$ cat src/rtl/seg_scan_capture.sv
// rtl/seg_scan_capture.sv - receive-side monitor for a 4-digit multiplexed 7-segment bus
// Captures each anode strobe into a per-digit register, decodes to BCD and checks scan order/liveness.
module seg_scan_capture #(
    parameter int STABLE  = 1,
    parameter int TIMEOUT = 1024
) (
    input  logic        clk_fast,
    input  logic        rst_n,
    input  logic [7:0]  seg_in,
    input  logic [3:0]  an_in,
    input  logic        err_clr,
    output logic [31:0] dig_raw,
    output logic [15:0] dig_bcd,
    output logic [3:0]  dig_blank,
    output logic        frame_valid,
    output logic        scan_err,
    output logic        scan_lost
);

    localparam int SW = (STABLE < 1) ? 1 : $clog2(STABLE + 1);
    localparam int TW = $clog2(TIMEOUT + 1);

    typedef enum logic {
        HUNT = 1'b0,
        SCAN = 1'b1
    } state_t;

    state_t        state;
    logic [1:0]    exp_idx;
    logic [3:0]    prev_an;
    logic [SW-1:0] stab_cnt;
    logic [TW-1:0] to_cnt;

    logic          strobe_valid;
    logic          multi_cold;
    logic          same;
    logic [1:0]    idx;
    logic [1:0]    slot;
    logic [SW-1:0] stab_next;
    logic          capture;
    logic [TW-1:0] to_next;
    logic          order_err;
    logic          err_event;

    // Active-low segment decode; dp (bit 7) is ignored by the caller.
    function automatic logic [3:0] bcd_of(input logic [6:0] s);
        logic [3:0] d;
        case (s)
            7'h40:   d = 4'd0;
            7'h79:   d = 4'd1;
            7'h24:   d = 4'd2;
            7'h30:   d = 4'd3;
            7'h19:   d = 4'd4;
            7'h12:   d = 4'd5;
            7'h02:   d = 4'd6;
            7'h78:   d = 4'd7;
            7'h00:   d = 4'd8;
            7'h10:   d = 4'd9;
            default: d = 4'hF;
        endcase
        return d;
    endfunction

    always_comb begin
        strobe_valid = $onehot(~an_in);
        multi_cold   = !$onehot0(~an_in);
        same         = (an_in == prev_an);

        idx = 2'd0;
        case (an_in)
            4'b0111: idx = 2'd0;
            4'b1011: idx = 2'd1;
            4'b1101: idx = 2'd2;
            4'b1110: idx = 2'd3;
            default: idx = 2'd0;
        endcase
        // Index 0 (min_top) lives in the most significant slot of the packed outputs.
        slot = 2'd3 - idx;

        stab_next = '0;
        capture   = 1'b0;
        if (strobe_valid) begin
            if (!same)
                stab_next = SW'(1);
            else if (stab_cnt < SW'(STABLE))
                stab_next = stab_cnt + SW'(1);
            else
                stab_next = stab_cnt;
            capture = (stab_next == SW'(STABLE)) && (!same || (stab_cnt < SW'(STABLE)));
        end

        if (strobe_valid && !same)
            to_next = '0;
        else if (to_cnt != TW'(TIMEOUT))
            to_next = to_cnt + TW'(1);
        else
            to_next = to_cnt;

        order_err = capture && (state == SCAN) && (idx != exp_idx);
        err_event = multi_cold || order_err;
    end

    always_ff @(posedge clk_fast or negedge rst_n) begin
        if (!rst_n) begin
            state       <= HUNT;
            exp_idx     <= 2'd0;
            prev_an     <= 4'hF;
            stab_cnt    <= '0;
            to_cnt      <= '0;
            dig_raw     <= 32'hFFFF_FFFF;
            dig_bcd     <= 16'hFFFF;
            dig_blank   <= 4'hF;
            frame_valid <= 1'b0;
            scan_err    <= 1'b0;
            scan_lost   <= 1'b0;
        end else begin
            prev_an     <= an_in;
            stab_cnt    <= stab_next;
            to_cnt      <= to_next;
            scan_lost   <= (to_next == TW'(TIMEOUT));
            frame_valid <= 1'b0;

            if (err_event)
                scan_err <= 1'b1;
            else if (err_clr)
                scan_err <= 1'b0;

            if (capture) begin
                dig_raw[{slot, 3'b000} +: 8] <= seg_in;
                dig_bcd[{slot, 2'b00} +: 4]  <= bcd_of(seg_in[6:0]);
                dig_blank[slot]              <= (seg_in == 8'hFF);

                case (state)
                    HUNT: begin
                        if (idx == 2'd0) begin
                            state   <= SCAN;
                            exp_idx <= 2'd1;
                        end
                    end
                    SCAN: begin
                        if (idx == exp_idx) begin
                            exp_idx <= exp_idx + 2'd1;
                            if (idx == 2'd3)
                                frame_valid <= 1'b1;
                        end else if (idx == 2'd0) begin
                            // A misplaced frame start still resynchronises immediately.
                            exp_idx <= 2'd1;
                        end else begin
                            state   <= HUNT;
                            exp_idx <= 2'd0;
                        end
                    end
                    default: begin
                        state   <= HUNT;
                        exp_idx <= 2'd0;
                    end
                endcase
            end else if (to_next == TW'(TIMEOUT)) begin
                state   <= HUNT;
                exp_idx <= 2'd0;
            end
        end
    end

endmodule

$ cat config.mk
export PLATFORM = sky130hd
export DESIGN_NAME = seg_scan_capture
export DESIGN_NICKNAME = d
export VERILOG_FILES = /design/src/rtl/seg_scan_capture.sv
export SDC_FILE = /design/constraint.sdc
export NUM_CORES = 1
export LEC_CHECK = 0
export ABC_CLOCK_PERIOD_IN_PS = 4400
export BUFFER_PORTS_ARGS = -buffer_cell sky130_fd_sc_hd__buf_2
export CAP_MARGIN = 15
export CORE_ASPECT_RATIO = 1.1
export CORE_MARGIN = 2
export CORE_UTILIZATION = 60
export DETAILED_ROUTE_END_ITERATION = 12
export PLACE_DENSITY_LB_ADDON = 0.3
export SLEW_MARGIN = 20
export SYNTH_ARGS = -nofsm -noshare
export SYNTH_HDL_FRONTEND = slang
export SYNTH_SLANG_ARGS = --single-unit
$ cat constraint.sdc
create_clock -name clk_fast -period 4.4 [get_ports clk_fast]
set_input_delay 0.22 -clock clk_fast [delete_from_list [all_inputs] [get_ports clk_fast]]
set_output_delay 0.22 -clock clk_fast [all_outputs]
set_load 0.01 [all_outputs]
==> key figures <==
Power
  • Total chip power: 2.08 mW
  • Clock share of power: 32.3%
  • PD cells: 472 nW/um^2
  • Peak VDD IR: 312 uV
  • Net Sw Frac: 29.5%
  • Leak Pwr: 1.94 nW
  • Pint: 1.46 mW
  • Switching power: 0.614 mW
  • Share of power burned in registers: 45.0%
  • Gate power share: 22.7%

Cells and area
  • Diode count: 0
  • Final #Nets: 484
  • Non-filler cells in the finished layout: 540
  • Area growth syn-to-layout: 17.6%
  • Fillcell total: 466
  • Share of cells above drive strength 1: 35.2%
  • Multi-input gate area: 1670 um^2
  • Storage element area: 1920 um^2

Synth
  • Post-synth top cells: nand2_1 (93), dfstp_2 (56), o21ai_0 (40)
  • Synth async-reset ratio: 100%
  • Cells after Synth: 389
  • Cell Area, Synth: 3740 um^2
  • Post-synth EDFFs: 0
  • Number of synthesized register bits: 74
  • Main synth FF type: dfstp_2
  • Yosys warns: 0
  • Area share of the largest cell type after synthesis: 39.3%
  • Mapped Nets: 418
  • Yosys cell types: 52
  • Largest area contributor in the synthesized netlist: dfstp_2
  • Sequential element share of the synthesized area: 51.4%
  • Synth area leaders: dfstp_2 (39%), dfrtp_1 (12%), nand2_1 (9.3%)
  • Avg Inst Size Synth: 9.61 um^2
  • Most used standard cell by instance count after synthesis: nand2_1

Clock tree
  • CTS resizes: 0
  • CTS tree: yes
  • Post-CTS setup buffer count: 0
  • H-tree lvl count: 3
  • Clk_lat worst skew: 0.34 ns
  • Sink Count: 74
  • Clock slew seen by the registers of the worst setup and hold paths: 0.08 ns
  • Num CTS Buffers: 9
  • Clock root buffer: clkbuf_8
  • Clk buf depth: 2

Routing
  • Routed WL: 8400 um
  • Vias: 3037
  • Iteration-0 DRC Markers: 208
  • Wire length per cell: 15.6 um
  • DRT antenna net count: 0
  • Drt pass-1 iters: 5
  • Vias per inst: 5.62
  • Residual DRC: 0

Timing
  • Setup Viol. Count Final: 0
  • Worst-Margin Slew: 0.673 ns
  • Slack of the critical path: 1.56 ns
  • RSZ-0062 raised after global routing: false
  • Final hold violations: 0
  • Hold WS: 0.0240 ns
  • Clock Skew: 0.00667 ns
  • Tmin final: 2.84 ns
  • Period Utilization, post-route: 64.5%
  • F_max: 352 MHz
  • Slew headroom: 54.8%
  • Setup TNS: 0 ns
  • Final slew viol count: 0

Min path
  • Worst Hold Path Cells: 1
  • Worst hold path type: in2reg

Worst setup path
  • FF-to-FF path depth: 8
  • CP max stage delay: 0.53 ns
  • Arrival @ worst endpoint: 3.09 ns
  • FF-to-FF End: state
  • Startpoint types: primary input
  • Critical path launch point: an_in[0]
  • Critical R2R Launch: to_cnt[0]
  • R2R Setup Slk: 2.24 ns
  • CP Max Fanout: 23
  • Critical path type: in2reg
  • Slowest-stage cell, CP: fa_1
  • CP delay by family, top: adder cells
  • Critical path endpoint: dig_raw[17]
  • Critical-path cell list: buf_2 > fa_1 > inv_1 > ha_1 > inv_1 > ha_1 > nor3b_1 > o21a_1 > nand2_1 > o31ai_1
  • WP data required: 4.65 ns
  • CP Capture Type: register
  • WP depth: 10
  • Buf/Inv on CP: 3

Floorplan
  • Die width: 79.3 um
  • Core Rows: 30
  • Starting density of the core: 61.5%
  • Die area: 6880 um^2
  • Area of the core: 6080 um^2
  • # IOs: 70
  • Die height: 86.8 um

Global routing
  • Vias in the first global route: 2851
  • First-pass GRT wire length: 13800 um
  • Gr usage total: 26.2%
  • Largest net degree at the start of global routing: 37
  • Congestion Overflow GR: 0
  • Initial antenna violation count: 0

Placed design
  • DP Worst Slack: 1.33 ns
  • HPWL Detailed: 5810 um
  • Dpl cells: 523
  • GP Congestion: 0.853
  • Port Buffer Count: 69

Run
  • Max cap viols: 0

Outcome
  • Outcome: complete, no violations
[worst min-delay path by stage]
| stage | from | to | slack (ns) |
|---|---|---|---|
| floorplan | rst_n | exp_idx[0] | -0.08 |
| global placement | an_in[3] | prev_an[3] | 0.38 |
| detailed placement | rst_n | to_cnt[4] | 0.19 |
| CTS | an_in[2] | prev_an[2] | 0.02 |
| global route | an_in[2] | prev_an[2] | 0.02 |
| finish | an_in[2] | prev_an[2] | 0.02 |
[what timing repair did]
action,4_1_cts,5_1_grt
hold endpoints to repair,12,0
hold buffers,1,0
endpoints found under the setup margin,0,0
[registers in the layout, summed over array words and instances (netlist names)]
register and count:
scan_err 1, prev_an 4, dig_raw 32, scan_lost 1
stab_cnt 1, to_cnt 11, exp_idx 2, dig_bcd 16
state 1, frame_valid 1, dig_blank 4
[through the flow]
step	area (um^2)	util, %
after CTS	4400	72.3
after global placement	4110	67.6
final	4400	72.3
after floorplan	3740	-
after global routing	4400	72.3
after detailed placement	4130	67.9
[cells in the final DEF (no fill, tap or decap), drive strengths merged, types with 4 or more instances in the layout]
cell     n
dfrtp   18
nand3   13
o31ai   13
nand2b   6
nand4    4
buf     71
nor3    11
nor2    22
nor4     4
inv     18
ha      13
nand2   94
clkbuf  12
o21ai   44
xnor2   11
dfstp   56
xor2     5
a21oi    8
[power by group through the flow]
stage	logic, mW	registers [mW]	clock network (mW)
2_1_floorplan	0.272	0.968	0
3_3_place_gp	0.444	0.940	0
3_5_place_dp	0.467	0.943	0
4_1_cts	0.474	0.933	0.678
5_1_grt	0.528	0.950	0.706
6_report	0.472	0.935	0.671
[layer usage]
layer / vias up / track usage [%] / routed length (um)
li1: 1451 / - / -
met1: 1462 / 34.8 / 3740
met2: 109 / 42.3 / 4090
met3: 15 / 5.10 / 418
met4: 0 / 10.7 / 155
met5: - / 0 / 0
[final cells by class]
class                      instances  area share (%)
sequential                        74            43.7
multi-input combinational        280            37.9
timing repair buffer              72            8.70
clock buffer                      12            3.78
tap                               80            2.28
clock inverter                     4            2.16
inverter                          18            1.54
[worst reg2reg max path, delay by kind of cell (launching register included)]
kind	cells	cell delay, ns
and+or+nand+nor	5	1.19
DFF	1	0.46
adders and majority gates	1	0.14
buffers and inverters	1	0.12
AOI/OAI and AO/OA	1	0.10
[cell families after synthesis]
| kind of cell | Yosys count | share of synthesized area, % |
|---|---|---|
| xor+xnor | 16 | 3.75 |
| buf+inv | 35 | 4.08 |
| fa+ha+maj | 14 | 4.88 |
| mux | 5 | 1.54 |
| compound gates | 78 | 12.4 |
| simple gates | 167 | 21.9 |
| flops | 74 | 51.4 |
No activity file was read; power rests on OpenSTA's default activity.
